### config.mk
export PLATFORM = sky130hd
export DESIGN_NAME = button_event_decoder_flat
export DESIGN_NICKNAME = d
export VERILOG_FILES = /design/src/rtl/button_event_decoder_if.sv /design/src/rtl/button_event_decoder.sv /design/src/flat_wrapper.sv
export SDC_FILE = /design/constraint.sdc
export NUM_CORES = 1
export LEC_CHECK = 0
export ABC_AREA = 1
export ABC_CLOCK_PERIOD_IN_PS = 2000
export CAP_MARGIN = 20
export CORE_MARGIN = 10
export CORE_UTILIZATION = 55
export CTS_CLUSTER_SIZE = 40
export DETAILED_ROUTE_END_ITERATION = 10
export HOLD_SLACK_MARGIN = 0.05
export PLACE_DENSITY = 0.85
export SYNTH_ARGS = -nofsm -noshare
export SYNTH_HDL_FRONTEND = slang
export SYNTH_SLANG_ARGS = --single-unit
### constraint.sdc
create_clock -name clk -period 2 [get_ports clk]
set_input_delay 0.4 -clock clk [delete_from_list [all_inputs] [get_ports clk]]
set_output_delay 0.4 -clock clk [all_outputs]
set_load 0.02 [all_outputs]
### src/rtl/button_event_decoder_if.sv
// Button event decoder bus: the enable and debounced button level going in,
// and the decoded event pulses and status levels coming back out.
interface button_event_decoder_if;
  logic en;
  logic pb_debounced;
  logic short_press;
  logic long_press;
  logic double_press;
  logic long_held;
  logic busy;

  modport master (
    output en,
    output pb_debounced,
    input  short_press,
    input  long_press,
    input  double_press,
    input  long_held,
    input  busy
  );

  modport slave (
    input  en,
    input  pb_debounced,
    output short_press,
    output long_press,
    output double_press,
    output long_held,
    output busy
  );
endinterface

### src/rtl/button_event_decoder.sv
// Button event decoder: turns a debounced button level into single-cycle
// short / long / double press events using one saturating timer and a
// five-state FSM. Every output comes straight from a flop.
module button_event_decoder #(
  parameter int unsigned CLKFREQ = 32'd1000,
  parameter int unsigned LONG_MS = 32'd1000,
  parameter int unsigned DBL_MS  = 32'd300
) (
  input  logic                         clk,
  input  logic                         reset_n,
  button_event_decoder_if.slave        bus
);

  localparam int unsigned LONG_TICKS = (LONG_MS * CLKFREQ) / 32'd1000;
  localparam int unsigned DBL_TICKS  = (DBL_MS * CLKFREQ) / 32'd1000;
  localparam int unsigned MAX_TICKS  = (LONG_TICKS > DBL_TICKS) ? LONG_TICKS : DBL_TICKS;
  localparam int unsigned TW         = $clog2(MAX_TICKS + 32'd1);

  typedef logic [TW-1:0] timer_t;

  // Timer value seen on the edge that completes each threshold.
  localparam timer_t LONG_LAST = TW'(LONG_TICKS - 32'd1);
  localparam timer_t DBL_LAST  = TW'(DBL_TICKS - 32'd1);
  localparam timer_t TIMER_ONE = TW'(32'd1);
  localparam timer_t TIMER_MAX = {TW{1'b1}};

  typedef enum logic [2:0] {
    IDLE      = 3'd0,
    PRESS1    = 3'd1,
    LONG_HELD = 3'd2,
    WAIT2     = 3'd3,
    PRESS2    = 3'd4
  } state_t;

  state_t state_q, state_d;
  timer_t timer_q, timer_d;
  logic   short_q, short_d;
  logic   long_q, long_d;
  logic   double_q, double_d;
  logic   held_q, held_d;
  logic   busy_q, busy_d;

  // Increment that sticks at all-ones instead of wrapping.
  function automatic timer_t sat_inc(input timer_t t);
    timer_t r;
    if (t == TIMER_MAX) begin
      r = t;
    end else begin
      r = t + TIMER_ONE;
    end
    return r;
  endfunction

  // Next-state, timer and registered-output decode; disable overrides all.
  always_comb begin
    state_d  = state_q;
    timer_d  = timer_q;
    short_d  = 1'b0;
    long_d   = 1'b0;
    double_d = 1'b0;
    if (!bus.en) begin
      state_d = IDLE;
      timer_d = '0;
    end else begin
      case (state_q)
        IDLE: begin
          if (bus.pb_debounced) begin
            state_d = PRESS1;
            timer_d = TIMER_ONE;
          end else begin
            timer_d = '0;
          end
        end
        PRESS1: begin
          if (bus.pb_debounced) begin
            if (timer_q >= LONG_LAST) begin
              state_d = LONG_HELD;
              long_d  = 1'b1;
            end else begin
              state_d = PRESS1;
            end
            timer_d = sat_inc(timer_q);
          end else begin
            // Release wins even on the threshold edge; the release edge
            // is the first low sample of the double-press window.
            state_d = WAIT2;
            timer_d = TIMER_ONE;
          end
        end
        LONG_HELD: begin
          if (bus.pb_debounced) begin
            state_d = LONG_HELD;
          end else begin
            state_d = IDLE;
            timer_d = '0;
          end
        end
        WAIT2: begin
          // A press on the expiry edge still counts as the second press.
          if (bus.pb_debounced) begin
            state_d  = PRESS2;
            double_d = 1'b1;
          end else if (timer_q >= DBL_LAST) begin
            state_d = IDLE;
            short_d = 1'b1;
            timer_d = '0;
          end else begin
            state_d = WAIT2;
            timer_d = sat_inc(timer_q);
          end
        end
        PRESS2: begin
          if (bus.pb_debounced) begin
            state_d = PRESS2;
          end else begin
            state_d = IDLE;
            timer_d = '0;
          end
        end
        default: begin
          state_d = IDLE;
          timer_d = '0;
        end
      endcase
    end
    busy_d = (state_d != IDLE);
    held_d = (state_d == LONG_HELD);
  end

  // State, timer and output registers with asynchronous clear.
  always_ff @(posedge clk or negedge reset_n) begin
    if (!reset_n) begin
      state_q  <= IDLE;
      timer_q  <= '0;
      short_q  <= 1'b0;
      long_q   <= 1'b0;
      double_q <= 1'b0;
      held_q   <= 1'b0;
      busy_q   <= 1'b0;
    end else begin
      state_q  <= state_d;
      timer_q  <= timer_d;
      short_q  <= short_d;
      long_q   <= long_d;
      double_q <= double_d;
      held_q   <= held_d;
      busy_q   <= busy_d;
    end
  end

  assign bus.short_press  = short_q;
  assign bus.long_press   = long_q;
  assign bus.double_press = double_q;
  assign bus.long_held    = held_q;
  assign bus.busy         = busy_q;

endmodule

### src/flat_wrapper.sv
// flat-port wrapper written by rule: the top's interface ports become plain ports
module button_event_decoder_flat 
#(
  parameter int unsigned CLKFREQ = 32'd1000,
  parameter int unsigned LONG_MS = 32'd1000,
  parameter int unsigned DBL_MS  = 32'd300
)
  (clk, reset_n, bus_en, bus_pb_debounced, bus_short_press, bus_long_press, bus_double_press, bus_long_held, bus_busy);
  button_event_decoder_if bus_i ();
  input  logic clk;
  input  logic reset_n;
  input wire logic [$bits(bus_i.en)-1:0] bus_en;
  input wire logic [$bits(bus_i.pb_debounced)-1:0] bus_pb_debounced;
  output wire logic [$bits(bus_i.short_press)-1:0] bus_short_press;
  output wire logic [$bits(bus_i.long_press)-1:0] bus_long_press;
  output wire logic [$bits(bus_i.double_press)-1:0] bus_double_press;
  output wire logic [$bits(bus_i.long_held)-1:0] bus_long_held;
  output wire logic [$bits(bus_i.busy)-1:0] bus_busy;
  assign bus_i.en = bus_en;
  assign bus_i.pb_debounced = bus_pb_debounced;
  assign bus_short_press = bus_i.short_press;
  assign bus_long_press = bus_i.long_press;
  assign bus_double_press = bus_i.double_press;
  assign bus_long_held = bus_i.long_held;
  assign bus_busy = bus_i.busy;
  button_event_decoder #(.CLKFREQ(CLKFREQ), .LONG_MS(LONG_MS), .DBL_MS(DBL_MS)) u_core (.clk(clk), .reset_n(reset_n), .bus(bus_i));
endmodule
==> impl_results.html, run 1 <==
<table>
<tr><th>Metric</th><th>Value</th></tr>
<tr><th colspan="2">Outcome</th></tr>
<tr><td>Result of the run</td><td>finished clean</td></tr>
<tr><th colspan="2">Route</th></tr>
<tr><td>Post-detailed-route count of antenna-violating nets</td><td>0</td></tr>
<tr><td>Number of detailed-route iterations in the first pass</td><td>4</td></tr>
<tr><td>Detailed-route via count</td><td>1,161</td></tr>
<tr><td>Vias per inst</td><td>5.35</td></tr>
<tr><td>Met2 wire len</td><td>1240 microns</td></tr>
<tr><td>Met1 routed wirelength after detailed routing</td><td>1220 microns</td></tr>
<tr><td>Top metal layer carrying routed signals</td><td>met4</td></tr>
<tr><td>Final wirelength</td><td>2710 microns</td></tr>
<tr><td>DRC viols</td><td>0</td></tr>
<tr><td>Average routed wire per standard cell</td><td>12.5 microns</td></tr>
<tr><td>Initial DRC count</td><td>62</td></tr>
<tr><td>Metal3 WL</td><td>191 microns</td></tr>
<tr><th colspan="2">Yosys</th></tr>
<tr><td>Count of different cell masters after synthesis</td><td>24</td></tr>
<tr><td>Post-Syn Nets</td><td>180</td></tr>
<tr><td>Synth Area per Inst</td><td>6.84 sq um</td></tr>
<tr><td>Ys Warns</td><td>0</td></tr>
<tr><td>Top area cells in the synthesized netlist</td><td>sky130_fd_sc_hd__dfrtp_1, sky130_fd_sc_hd__nand2_1, sky130_fd_sc_hd__inv_1</td></tr>
<tr><td>Flops &amp; latches, synth</td><td>18</td></tr>
<tr><td>Part of the Yosys area used for sequential elements</td><td>0.376</td></tr>
<tr><td>Cell count after synthesis</td><td>175</td></tr>
<tr><td>Biggest area consumer among synthesized cells</td><td>sky130_fd_sc_hd__dfrtp_1</td></tr>
<tr><td>Netlist area before placement</td><td>1200 sq um</td></tr>
<tr><td>Share of the synthesized area in the top cell type</td><td>0.376</td></tr>
<tr><th colspan="2">Timing</th></tr>
<tr><td>Fin crit share</td><td>0.830</td></tr>
<tr><td>Unrepaired setup endpoints after global routing</td><td>no</td></tr>
<tr><td>Slew @ Worst Pin</td><td>0.312 ns</td></tr>
<tr><td>Number of hold violations in the final report</td><td>0</td></tr>
<tr><td>Layout Skew</td><td>0.00113 ns</td></tr>
<tr><td>Setup TNS</td><td>0 ns</td></tr>
<tr><td>Worst max-slew margin expressed relative to the limit</td><td>0.791</td></tr>
<tr><td>Highest clock rate</td><td>603 MHz</td></tr>
<tr><td>Min Tclk post-route</td><td>1.66 ns</td></tr>
<tr><td>Slew Limit Fails</td><td>0</td></tr>
<tr><td>Setup-failing EPs final</td><td>0</td></tr>
<tr><th colspan="2">GRT</th></tr>
<tr><td>Global-route usage over all layers</td><td>0.128</td></tr>
<tr><td>Wire length of the first global-routing pass</td><td>4570 microns</td></tr>
<tr><td>Antenna violations before repair</td><td>0</td></tr>
<tr><td>Number of global-route vias before repair</td><td>1,086</td></tr>
<tr><td>Total congestion overflow after global routing</td><td>0</td></tr>
<tr><td>Maximum number of pins on one net before global-route repair</td><td>19</td></tr>
<tr><th colspan="2">Floorplan</th></tr>
<tr><td>Area of the die</td><td>4440 sq um</td></tr>
<tr><td>Starting utilization of the core area</td><td>0.592</td></tr>
<tr><td>Die width</td><td>66.7 microns</td></tr>
<tr><td>Standard-cell row count</td><td>16</td></tr>
<tr><td>Area of the core region</td><td>2020 sq um</td></tr>
<tr><td>Chip height</td><td>66.7 microns</td></tr>
<tr><td>Num ports</td><td>9</td></tr>
<tr><th colspan="2">Clock network</th></tr>
<tr><td>Register clock-pin slew on the reported worst setup and hold paths</td><td>0.10 ns</td></tr>
<tr><td>Clock buffers created by TritonCTS</td><td>3</td></tr>
<tr><td>H-Tree Depth</td><td>1</td></tr>
<tr><td>Clock tree sinks</td><td>18</td></tr>
<tr><td>Hold Buf Count CTS</td><td>0</td></tr>
<tr><td>CTS-repair resized insts</td><td>0</td></tr>
<tr><td>Root buffer selected by CTS</td><td>sky130_fd_sc_hd__clkbuf_4</td></tr>
<tr><td>TritonCTS clock tree</td><td>built</td></tr>
<tr><td>Maximum clock insertion buffer count</td><td>2</td></tr>
<tr><td>Insertion delay of the later-clocked pin in the worst-skew pair</td><td>0.29 ns</td></tr>
<tr><td>Post CTS Setup Buffer Count</td><td>0</td></tr>
<tr><th colspan="2">Power and ir drop</th></tr>
<tr><td>Worst supply voltage drop on vdd</td><td>0.000454 V</td></tr>
<tr><td>Leakage component of the power</td><td>0.696 nW</td></tr>
<tr><td>P per Cell Area</td><td>537 nW/um^2</td></tr>
<tr><th colspan="2">Placement</th></tr>
<tr><td>Global placement routability congestion</td><td>0.995</td></tr>
<tr><td>Detailed Place HPWL</td><td>2110 microns</td></tr>
<tr><td>Total instance count after detailed placement</td><td>213</td></tr>
<tr><td>Post-placement cell area</td><td>1330 sq um</td></tr>
<tr><td>Port buffer count</td><td>8</td></tr>
<tr><th colspan="2">Setup path</th></tr>
<tr><td>CP Launch Type</td><td>flip-flop</td></tr>
<tr><td>Highest-delay cell along the critical path</td><td>sky130_fd_sc_hd__dfrtp_1</td></tr>
<tr><td>Worst path max stage delay</td><td>0.44 ns</td></tr>
<tr><td>Setup slack of the most critical reg-to-reg path</td><td>0.34 ns</td></tr>
<tr><td>Critical Path, Cell by Cell</td><td>ha_1 &gt; inv_1 &gt; nor2_4 &gt; nand3_2 &gt; nand2_2 &gt; or2_2 &gt; o21ai_1 &gt; a21oi_1</td></tr>
<tr><td>Crit path from</td><td>u_core.timer_q[0]</td></tr>
<tr><td>Critical path destination</td><td>u_core.timer_q[1]</td></tr>
<tr><td>Peak fanout along the critical path</td><td>5</td></tr>
<tr><td>Arrival time at the worst endpoint</td><td>1.85 ns</td></tr>
<tr><td>Cells on worst reg2reg path</td><td>8</td></tr>
<tr><td>Crit path kind</td><td>reg -&gt; reg</td></tr>
<tr><td>Required time reported for the critical path endpoint</td><td>2.19 ns</td></tr>
<tr><td>Reg2reg start</td><td>u_core.timer_q[0]</td></tr>
<tr><td>Critical register-to-register path endpoint</td><td>u_core.timer_q[1]</td></tr>
<tr><td>Crit end category</td><td>flip-flop</td></tr>
<tr><th colspan="2">Final layout</th></tr>
<tr><td>Final core utilization</td><td>0.678</td></tr>
<tr><td>Number of nets at the end of the flow</td><td>196</td></tr>
<tr><td>Number of standard cells in the final layout excluding fillers</td><td>217</td></tr>
<tr><td>Fin area</td><td>1370 sq um</td></tr>
<tr><td>Ratio of cells with drive above 1 in the final layout</td><td>0.126</td></tr>
<tr><td>Commonest non-fill, non-tap cell in the layout</td><td>sky130_fd_sc_hd__nand2_1</td></tr>
<tr><td>Number of fillers in the final layout</td><td>178</td></tr>
<tr><td>Layout-stage area growth over the synthesis result</td><td>14.4%</td></tr>
<tr><td>Most used cells in the layout excluding fill and tap cells</td><td>sky130_fd_sc_hd__nand2_1, sky130_fd_sc_hd__inv_1, sky130_fd_sc_hd__nand3_1, sky130_fd_sc_hd__dfrtp_1, sky130_fd_sc_hd__nor2_1</td></tr>
<tr><td>Diode insertion count for antenna repair</td><td>0</td></tr>
<tr><th colspan="2">Flow run</th></tr>
<tr><td>MaxCap Viol Count</td><td>0</td></tr>
<tr><th colspan="2">Worst hold path</th></tr>
<tr><td>Type of the worst min-delay path</td><td>in -&gt; async</td></tr>
</table>
[metrics by stage]
step / power [mW] / hold slack (ns) / setup slack (ns)
after floorplan: 0.469 / 0.104 / 0.530
after global placement: 0.512 / 0.535 / 0.169
after detailed placement: 0.516 / 0.545 / 0.123
after CTS: 0.741 / 0.422 / 0.343
after global routing: 0.768 / 0.431 / 0.220
final: 0.736 / 0.416 / 0.340
[power by group]
group	internal, mW	switching, mW
Clock	0.111	0.115
Sequential	0.377	0.00745
Combinational	0.0468	0.0794
Total	0.534	0.202
[sequential cells by signal (all words and copies together), names as in the netlist]
name,count
u_core.bus.long_press,1
u_core.bus.short_press,1
u_core.bus.long_held,1
u_core.state_q,3
u_core.bus.double_press,1
u_core.timer_q,10
u_core.bus.busy,1
[Yosys cell counts]
cell / count
sky130_fd_sc_hd__nand2_1: 50
sky130_fd_sc_hd__buf_4: 1
sky130_fd_sc_hd__nand3_2: 1
sky130_fd_sc_hd__ha_1: 1
sky130_fd_sc_hd__nand2_2: 4
sky130_fd_sc_hd__inv_2: 3
sky130_fd_sc_hd__nand4_1: 5
sky130_fd_sc_hd__dfrtp_1: 18
sky130_fd_sc_hd__xor2_1: 3
sky130_fd_sc_hd__o21ai_0: 9
sky130_fd_sc_hd__nor2_1: 13
sky130_fd_sc_hd__nor3_4: 1
sky130_fd_sc_hd__a21boi_0: 1
sky130_fd_sc_hd__nor3_1: 1
sky130_fd_sc_hd__nand3_1: 19
sky130_fd_sc_hd__a21oi_1: 7
sky130_fd_sc_hd__a31oi_1: 1
sky130_fd_sc_hd__nor2_2: 2
sky130_fd_sc_hd__nand3b_1: 1
sky130_fd_sc_hd__a21oi_2: 2
sky130_fd_sc_hd__or2_2: 1
sky130_fd_sc_hd__inv_1: 28
sky130_fd_sc_hd__nor2_4: 2
sky130_fd_sc_hd__o21ai_1: 1
[worst min-delay path by stage]
stage / to / from / depth (start not counted)
2_1_floorplan: u_core.bus.busy / reset_n / 0
3_3_place_gp: u_core.timer_q[9] / u_core.timer_q[9] / 2
3_5_place_dp: u_core.timer_q[9] / u_core.timer_q[9] / 2
4_1_cts: u_core.timer_q[8] / reset_n / 2
5_1_grt: u_core.timer_q[7] / reset_n / 2
6_report: u_core.timer_q[7] / reset_n / 2
[cell type report]
| class | count | area (sq um) | area share |
|---|---|---|---|
| clock buffers | 4 | 36.3 | 0.0265 |
| well taps | 27 | 33.8 | 0.0247 |
| repair buffers | 12 | 110 | 0.0804 |
| multi-input cells | 125 | 623 | 0.455 |
| inverters | 31 | 116 | 0.0849 |
| flip-flops and latches | 18 | 450 | 0.329 |
[layer usage]
layer | vias to the layer above | GRT usage
li1 | 586 | -
met1 | 525 | 0.154
met2 | 41 | 0.207
met3 | 9 | 0.0318
met4 | 0 | 0.0602
met5 | - | 0
[logic make-up after synthesis]
family | share of synthesized area
compound gates | 0.0972
xor+xnor | 0.0219
fa+ha+maj | 0.0104
buf+inv | 0.103
flops | 0.376
simple gates | 0.391
[worst max-delay path, delay by kind of cell, from the launching register on]
family	cells	cell delay (ns)
flip-flops	1	0.44
buffers and inverters	1	0.13
AO/OA/AOI/OAI	2	0.13
adder cells (fa/ha/maj)	1	0.27
AND/OR/NAND/NOR	4	0.57
Note: power is estimated with default switching activity, not from simulation.
==> run 2, diff against run 1 <==
Settings changed: ABC_CLOCK_PERIOD_IN_PS 2000 to 1700.
Clock period 2 ns to 1.7 ns, I/O delays scaled along.
==> run 2 against run 1 <==
Utilization grew 0.99 points. Register-to-register slack lost 0.25 ns. Maximum frequency grew 3.1%. Combinational power grew 29%. Final cell count grew 0.92%. Critical path depth grew 2. Sequential power grew 17%.
==> impl_results.html, run 2 (same netlist as run 1, synthesis figures left out) <==
<table>
<tr><th>Metric</th><th>Value</th></tr>
<tr><th colspan="2">Floorplan</th></tr>
<tr><td>Die width</td><td>66.7 microns (unchanged)</td></tr>
<tr><td>Chip height</td><td>66.7 microns (unchanged)</td></tr>
<tr><td>Area of the core region</td><td>2020 sq um (unchanged)</td></tr>
<tr><td>Starting utilization of the core area</td><td>0.592 (unchanged)</td></tr>
<tr><td>Num ports</td><td>9 (unchanged)</td></tr>
<tr><td>Area of the die</td><td>4440 sq um (unchanged)</td></tr>
<tr><td>Standard-cell row count</td><td>16 (unchanged)</td></tr>
<tr><th colspan="2">Final layout</th></tr>
<tr><td>Top flop regs</td><td>u_core.timer_q x10, u_core.state_q x3</td></tr>
<tr><td>Ratio of cells with drive above 1 in the final layout</td><td>0.146 (+0.0195)</td></tr>
<tr><td>Number of nets at the end of the flow</td><td>198 (+1.0%)</td></tr>
<tr><td>Largest register by flop count</td><td>u_core.timer_q</td></tr>
<tr><td>Most used cells in the layout excluding fill and tap cells</td><td>sky130_fd_sc_hd__nand2_1, sky130_fd_sc_hd__inv_1, sky130_fd_sc_hd__nand3_1, sky130_fd_sc_hd__dfrtp_1, sky130_fd_sc_hd__nor2_1</td></tr>
<tr><td>Final core utilization</td><td>0.688 (+0.00990)</td></tr>
<tr><td>Layout-stage area growth over the synthesis result</td><td>16.1%</td></tr>
<tr><td>Commonest non-fill, non-tap cell in the layout</td><td>sky130_fd_sc_hd__nand2_1</td></tr>
<tr><td>Fin area</td><td>1390 sq um (+1.5%)</td></tr>
<tr><td>Number of standard cells in the final layout excluding fillers</td><td>219 (+0.92%)</td></tr>
<tr><td>Sequential cell area</td><td>450 sq um (unchanged)</td></tr>
<tr><td>Number of fillers in the final layout</td><td>169 (-5.1%)</td></tr>
<tr><td>Diode insertion count for antenna repair</td><td>0 (unchanged)</td></tr>
<tr><td>Multi-input combinational cell area</td><td>628 sq um (+0.80%)</td></tr>
<tr><td>Number of flip-flops under the largest register name</td><td>10 (unchanged)</td></tr>
<tr><th colspan="2">Clock network</th></tr>
<tr><td>H-Tree Depth</td><td>1 (unchanged)</td></tr>
<tr><td>TritonCTS clock tree</td><td>built</td></tr>
<tr><td>Root buffer selected by CTS</td><td>sky130_fd_sc_hd__clkbuf_4</td></tr>
<tr><td>Insertion delay of the later-clocked pin in the worst-skew pair</td><td>0.30 ns (about the same)</td></tr>
<tr><td>Post CTS Setup Buffer Count</td><td>0 (unchanged)</td></tr>
<tr><td>Clock tree sinks</td><td>18 (unchanged)</td></tr>
<tr><td>Maximum clock insertion buffer count</td><td>2 (unchanged)</td></tr>
<tr><td>Register clock-pin slew on the reported worst setup and hold paths</td><td>0.11 ns (about the same)</td></tr>
<tr><td>CTS-repair resized insts</td><td>0 (unchanged)</td></tr>
<tr><td>Hold Buf Count CTS</td><td>0 (unchanged)</td></tr>
<tr><td>Clock buffers created by TritonCTS</td><td>3 (unchanged)</td></tr>
<tr><th colspan="2">Route</th></tr>
<tr><td>DRC viols</td><td>0 (unchanged)</td></tr>
<tr><td>Average routed wire per standard cell</td><td>13.2 microns (+5.2%)</td></tr>
<tr><td>Vias per inst</td><td>5.28 (-1.3%)</td></tr>
<tr><td>Final wirelength</td><td>2880 microns (+6.2%)</td></tr>
<tr><td>Detailed-route via count</td><td>1,157 (-0.34%)</td></tr>
<tr><td>Number of detailed-route iterations in the first pass</td><td>4 (unchanged)</td></tr>
<tr><td>Initial DRC count</td><td>110 (+77%)</td></tr>
<tr><td>Post-detailed-route count of antenna-violating nets</td><td>0 (unchanged)</td></tr>
<tr><th colspan="2">Placement</th></tr>
<tr><td>Total instance count after detailed placement</td><td>215 (+0.94%)</td></tr>
<tr><td>Global placement routability congestion</td><td>0.958 (-3.6%)</td></tr>
<tr><td>Detailed Place HPWL</td><td>2210 microns (+5.0%)</td></tr>
<tr><td>Post-placement cell area</td><td>1350 sq um (+1.1%)</td></tr>
<tr><td>Port buffer count</td><td>8 (unchanged)</td></tr>
<tr><th colspan="2">Power and ir drop</th></tr>
<tr><td>Worst supply voltage drop on vdd</td><td>0.000489 V (+7.8%)</td></tr>
<tr><td>Leakage component of the power</td><td>0.704 nW (+1.1%)</td></tr>
<tr><td>P per Cell Area</td><td>637 nW/um^2 (+19%)</td></tr>
<tr><th colspan="2">Timing</th></tr>
<tr><td>Highest clock rate</td><td>621 MHz (+3.1%)</td></tr>
<tr><td>Slew Limit Fails</td><td>0 (unchanged)</td></tr>
<tr><td>Number of hold violations in the final report</td><td>0 (unchanged)</td></tr>
<tr><td>Setup-failing EPs final</td><td>0 (unchanged)</td></tr>
<tr><td>Unrepaired setup endpoints after global routing</td><td>no</td></tr>
<tr><td>Setup TNS</td><td>0 ns (unchanged)</td></tr>
<tr><td>Min Tclk post-route</td><td>1.61 ns (-0.0504 ns)</td></tr>
<tr><td>Worst max-slew margin expressed relative to the limit</td><td>0.824 (+0.0325)</td></tr>
<tr><td>Slew @ Worst Pin</td><td>0.263 ns (-0.0488 ns)</td></tr>
<tr><td>Layout Skew</td><td>0.00262 ns (+0.00149 ns)</td></tr>
<tr><td>Fin crit share</td><td>0.947 (+0.117)</td></tr>
<tr><th colspan="2">GRT</th></tr>
<tr><td>Total congestion overflow after global routing</td><td>0 (unchanged)</td></tr>
<tr><td>Global-route usage over all layers</td><td>0.135 (+0.00647)</td></tr>
<tr><td>Number of global-route vias before repair</td><td>1,017 (-6.4%)</td></tr>
<tr><td>Antenna violations before repair</td><td>0 (unchanged)</td></tr>
<tr><td>Wire length of the first global-routing pass</td><td>4730 microns (+3.3%)</td></tr>
<tr><td>Maximum number of pins on one net before global-route repair</td><td>19 (unchanged)</td></tr>
<tr><th colspan="2">Setup path</th></tr>
<tr><td>Arrival time at the worst endpoint</td><td>1.80 ns (-0.05 ns)</td></tr>
<tr><td>Crit end category</td><td>flip-flop</td></tr>
<tr><td>Setup slack of the most critical reg-to-reg path</td><td>0.09 ns (-0.25 ns)</td></tr>
<tr><td>Peak fanout along the critical path</td><td>5 (unchanged)</td></tr>
<tr><td>CP Launch Type</td><td>flip-flop</td></tr>
<tr><td>Crit path kind</td><td>reg -&gt; reg</td></tr>
<tr><td>Critical register-to-register path endpoint</td><td>u_core.timer_q[0]</td></tr>
<tr><td>Reg2reg start</td><td>u_core.timer_q[1]</td></tr>
<tr><td>Required time reported for the critical path endpoint</td><td>1.90 ns (-0.29 ns)</td></tr>
<tr><td>Cells on worst reg2reg path</td><td>10 (+2)</td></tr>
<tr><th colspan="2">Flow run</th></tr>
<tr><td>MaxCap Viol Count</td><td>0 (unchanged)</td></tr>
<tr><th colspan="2">Outcome</th></tr>
<tr><td>Result of the run</td><td>finished clean</td></tr>
<tr><th colspan="2">Worst hold path</th></tr>
<tr><td>Type of the worst min-delay path</td><td>in -&gt; async</td></tr>
</table>
run 2: cell count changes in the layout (fill, tap and decap cells not counted), sizes merged:
cell  delta
buf      +2
run 2: worst max-delay path by stage:
stage                               startpoint                end  slack [ns]  cells after the start
after CTS                 u_core.bus.long_held      bus_long_held        0.08                      1
final                        u_core.timer_q[1]  u_core.timer_q[0]        0.09                     10
after global routing         u_core.timer_q[3]  u_core.timer_q[7]        0.02                      8
after detailed placement                bus_en  u_core.timer_q[7]       -0.05                      8
after global placement                  bus_en  u_core.timer_q[1]       0.007                      8
after floorplan              u_core.timer_q[0]  u_core.timer_q[1]        0.23                      8
run 2: critical path, cell delays in order (launching register included):
cell	delay (ns)
sky130_fd_sc_hd__dfrtp_1	0.40
sky130_fd_sc_hd__ha_2	0.24
sky130_fd_sc_hd__inv_1	0.10
sky130_fd_sc_hd__nor2_4	0.15
sky130_fd_sc_hd__nand3_2	0.15
sky130_fd_sc_hd__nand2_1	0.12
sky130_fd_sc_hd__nand2_1	0.07
sky130_fd_sc_hd__nand3_1	0.09
sky130_fd_sc_hd__nand3_1	0.07
sky130_fd_sc_hd__nand2_1	0.06
sky130_fd_sc_hd__nand2_1	0.06
run 2: through the flow:
stage          setup slack, ns  hold slack, ns  power (mW)
3_3_place_gp           0.00745           0.549       0.611
3_5_place_dp           -0.0524           0.569       0.617
5_1_grt                 0.0174           0.355       0.933
6_report                0.0906           0.352       0.886
2_1_floorplan            0.230          0.0444       0.551
4_1_cts                 0.0848           0.352       0.893
run 2: cell type report:
class                           instances  area share
Tap cell                               27      0.0243
Multi-Input combinational cell        125       0.452
Sequential cell                        18       0.324
Timing Repair Buffer                   14      0.0900
Clock buffer                            4      0.0261
Inverter                               31      0.0837
run 2: routing by layer:
layer | track usage | routed length (microns) | vias to the layer above
li1 | - | - | 589
met4 | 0.0471 | 59 | 0
met2 | 0.209 | 1320 | 62
met5 | 0 | 0 | -
met1 | 0.178 | 1230 | 495
met3 | 0.0284 | 273 | 11
run 2: power breakdown:
group	total, mW	switching [mW]	internal [mW]
combinational	0.163	0.102	0.0612
sequential	0.450	0.00734	0.443
clock	0.272	0.142	0.131
==> run 3, diff against run 2 <==
Settings changed: CORE_MARGIN 10 to 5, SKIP_LAST_GASP set to 1.
==> run 3 against run 2 <==
Hold slack better by 0.0075 ns. Critical path depth down 9. Setup slack better by 0.013 ns. Final cell count up 0.46%. Sequential share of layout area down 0.12 points. Largest power group unchanged. Via count up 3.0%. Clock power about the same. Utilization up 0.25 points. First-iteration DRC count down 60%. Total power about the same. Sequential cell count unchanged.
==> impl_results.html, run 3 (same netlist as run 1, synthesis figures left out) <==
<table>
<tr><th>Metric</th><th>Value</th></tr>
<tr><th colspan="2">Route</th></tr>
<tr><td>Average routed wire per standard cell</td><td>12.4 microns (-5.8%)</td></tr>
<tr><td>Number of detailed-route iterations in the first pass</td><td>5 (+1)</td></tr>
<tr><td>Vias per inst</td><td>5.42 (+2.6%)</td></tr>
<tr><td>Final wirelength</td><td>2730 microns (-5.4%)</td></tr>
<tr><td>Detailed-route via count</td><td>1,192 (+3.0%)</td></tr>
<tr><td>Post-detailed-route count of antenna-violating nets</td><td>0 (unchanged)</td></tr>
<tr><td>DRC viols</td><td>0 (unchanged)</td></tr>
<tr><td>Initial DRC count</td><td>44 (-60%)</td></tr>
<tr><th colspan="2">Placement</th></tr>
<tr><td>Total instance count after detailed placement</td><td>216 (+0.47%)</td></tr>
<tr><td>Global placement routability congestion</td><td>0.961 (+0.30%)</td></tr>
<tr><td>Detailed Place HPWL</td><td>2120 microns (-4.2%)</td></tr>
<tr><td>Port buffer count</td><td>8 (unchanged)</td></tr>
<tr><th colspan="2">Floorplan</th></tr>
<tr><td>Num ports</td><td>9 (unchanged)</td></tr>
<tr><td>Chip height</td><td>56.7 microns (-15%)</td></tr>
<tr><td>Area of the core region</td><td>2020 sq um (unchanged)</td></tr>
<tr><td>Starting utilization of the core area</td><td>0.592 (unchanged)</td></tr>
<tr><td>Area of the die</td><td>3210 sq um (-28%)</td></tr>
<tr><td>Die width</td><td>56.7 microns (-15%)</td></tr>
<tr><td>Standard-cell row count</td><td>16 (unchanged)</td></tr>
<tr><th colspan="2">Clock network</th></tr>
<tr><td>Hold Buf Count CTS</td><td>0 (unchanged)</td></tr>
<tr><td>Clock tree sinks</td><td>18 (unchanged)</td></tr>
<tr><td>TritonCTS clock tree</td><td>built</td></tr>
<tr><td>Post CTS Setup Buffer Count</td><td>0 (unchanged)</td></tr>
<tr><td>H-Tree Depth</td><td>1 (unchanged)</td></tr>
<tr><td>Register clock-pin slew on the reported worst setup and hold paths</td><td>0.11 ns (about the same)</td></tr>
<tr><td>Root buffer selected by CTS</td><td>sky130_fd_sc_hd__clkbuf_4</td></tr>
<tr><td>Maximum clock insertion buffer count</td><td>2 (unchanged)</td></tr>
<tr><td>Insertion delay of the later-clocked pin in the worst-skew pair</td><td>0.30 ns (about the same)</td></tr>
<tr><td>CTS-repair resized insts</td><td>0 (unchanged)</td></tr>
<tr><td>Clock buffers created by TritonCTS</td><td>3 (unchanged)</td></tr>
<tr><th colspan="2">Power and ir drop</th></tr>
<tr><td>Power Total</td><td>0.885 mW (about the same)</td></tr>
<tr><td>Worst supply voltage drop on vdd</td><td>0.000491 V (+0.25%)</td></tr>
<tr><td>P per Cell Area</td><td>634 nW/um^2 (-0.42%)</td></tr>
<tr><td>Leakage component of the power</td><td>0.707 nW (+0.49%)</td></tr>
<tr><th colspan="2">Setup path</th></tr>
<tr><td>Crit end category</td><td>output port</td></tr>
<tr><td>Critical Path, Cell by Cell</td><td>clkdlybuf4s50_1</td></tr>
<tr><td>Worst path max stage delay</td><td>0.61 ns (+0.21 ns)</td></tr>
<tr><td>Largest delay contributor family on the critical path</td><td>buffers and inverters</td></tr>
<tr><td>Crit path kind</td><td>reg -&gt; out</td></tr>
<tr><td>CP Launch Type</td><td>flip-flop</td></tr>
<tr><td>Highest-delay cell along the critical path</td><td>sky130_fd_sc_hd__clkdlybuf4s50_1</td></tr>
<tr><td>Arrival time at the worst endpoint</td><td>1.26 ns (-0.54 ns)</td></tr>
<tr><td>Required time reported for the critical path endpoint</td><td>1.36 ns (-0.54 ns)</td></tr>
<tr><td>Peak fanout along the critical path</td><td>1 (-4)</td></tr>
<tr><td>Worst path bufs/invs</td><td>1 (unchanged)</td></tr>
<tr><th colspan="2">Timing</th></tr>
<tr><td>Setup TNS</td><td>0 ns (unchanged)</td></tr>
<tr><td>Number of hold violations in the final report</td><td>0 (unchanged)</td></tr>
<tr><td>Fin crit share</td><td>0.939 (-0.00792)</td></tr>
<tr><td>Setup-failing EPs final</td><td>0 (unchanged)</td></tr>
<tr><td>Slew @ Worst Pin</td><td>0.269 ns (+0.00570 ns)</td></tr>
<tr><td>Slew Limit Fails</td><td>0 (unchanged)</td></tr>
<tr><td>Highest clock rate</td><td>627 MHz (+0.84%)</td></tr>
<tr><td>Layout Skew</td><td>0.00437 ns (+0.00175 ns)</td></tr>
<tr><td>Min Tclk post-route</td><td>1.60 ns (-0.0135 ns)</td></tr>
<tr><td>Worst max-slew margin expressed relative to the limit</td><td>0.820 (-0.00366)</td></tr>
<tr><td>Unrepaired setup endpoints after global routing</td><td>no</td></tr>
<tr><td>Worst-case hold slack</td><td>0.359 ns (+0.00750 ns)</td></tr>
<tr><th colspan="2">Outcome</th></tr>
<tr><td>Result of the run</td><td>finished clean</td></tr>
<tr><th colspan="2">GRT</th></tr>
<tr><td>Total congestion overflow after global routing</td><td>0 (unchanged)</td></tr>
<tr><td>Wire length of the first global-routing pass</td><td>4820 microns (+1.9%)</td></tr>
<tr><td>Antenna violations before repair</td><td>0 (unchanged)</td></tr>
<tr><td>Maximum number of pins on one net before global-route repair</td><td>19 (unchanged)</td></tr>
<tr><td>Global-route usage over all layers</td><td>0.189 (+0.0548)</td></tr>
<tr><td>Number of global-route vias before repair</td><td>1,153 (+13%)</td></tr>
<tr><th colspan="2">Final layout</th></tr>
<tr><td>Top flop regs</td><td>u_core.timer_q x10, u_core.state_q x3</td></tr>
<tr><td>Layout-stage area growth over the synthesis result</td><td>16.5%</td></tr>
<tr><td>Number of nets at the end of the flow</td><td>199 (+0.51%)</td></tr>
<tr><td>Commonest non-fill, non-tap cell in the layout</td><td>sky130_fd_sc_hd__nand2_1</td></tr>
<tr><td>Diode insertion count for antenna repair</td><td>0 (unchanged)</td></tr>
<tr><td>Largest register by flop count</td><td>u_core.timer_q</td></tr>
<tr><td>Number of flip-flops under the largest register name</td><td>10 (unchanged)</td></tr>
<tr><td>Ratio of cells with drive above 1 in the final layout</td><td>0.145 (-0.000756)</td></tr>
<tr><td>Number of standard cells in the final layout excluding fillers</td><td>220 (+0.46%)</td></tr>
<tr><td>Most used cells in the layout excluding fill and tap cells</td><td>sky130_fd_sc_hd__nand2_1, sky130_fd_sc_hd__inv_1, sky130_fd_sc_hd__nand3_1, sky130_fd_sc_hd__dfrtp_1, sky130_fd_sc_hd__nor2_1</td></tr>
<tr><td>Final core utilization</td><td>0.690 (+0.00248)</td></tr>
<tr><th colspan="2">Flow run</th></tr>
<tr><td>MaxCap Viol Count</td><td>0 (unchanged)</td></tr>
<tr><th colspan="2">Worst hold path</th></tr>
<tr><td>Type of the worst min-delay path</td><td>in -&gt; async</td></tr>
</table>
run 3: cell types whose count changed in the layout (fill, tap and decap cells not counted):
cell,before,now
sky130_fd_sc_hd__buf_4,6,7
sky130_fd_sc_hd__nor2_1,12,13
sky130_fd_sc_hd__nor2_2,3,2
run 3: final cells by class:
cell class | instances | area, sq um
Multi-Input combinational cell | 125 | 626
Fill cell | 170 | 627
Inverter | 31 | 116
Sequential cell | 18 | 450
Clock buffer | 4 | 36.3
Tap cell | 27 | 33.8
Timing Repair Buffer | 15 | 133
run 3: metal layers:
| layer | wire (microns) | track usage | vias to the layer above |
|---|---|---|---|
| li1 | - | - | 587 |
| met3 | 126 | 0.0229 | 13 |
| met4 | 96 | 0.0983 | 0 |
| met5 | 0 | 0 | - |
| met1 | 1280 | 0.251 | 545 |
| met2 | 1220 | 0.299 | 47 |
run 3: power by group:
part	leakage, nW	switching (mW)	internal (mW)
sequential	0.247	0.00632	0.443
combinational	0.439	0.0992	0.0613
clock	0.0210	0.144	0.131
run 3: worst paths after layout:
kind / slack [ns] / to / cells after the start / start
hold / removal: 0.36 / u_core.timer_q[6] / 2 / reset_n
setup reg to reg: 0.11 / u_core.timer_q[0] / 10 / u_core.timer_q[1]
min in group clk: 0.60 / u_core.timer_q[4] / 2 / u_core.timer_q[4]
hold reg to reg: 0.60 / u_core.timer_q[4] / 2 / u_core.timer_q[4]
setup / recovery: 0.10 / bus_long_held / 1 / u_core.bus.long_held
max in group asynchronous: 1.14 / u_core.state_q[2] / 2 / reset_n
run 3: stage by stage:
| stage | instance area [sq um] | setup slack, ns |
|---|---|---|
| floorplan | 1200 | 0.230 |
| global placement | 1360 | -0.0305 |
| detailed placement | 1360 | -0.0907 |
| CTS | 1390 | 0.0985 |
| global route | 1400 | 0.00657 |
| finish | 1400 | 0.104 |
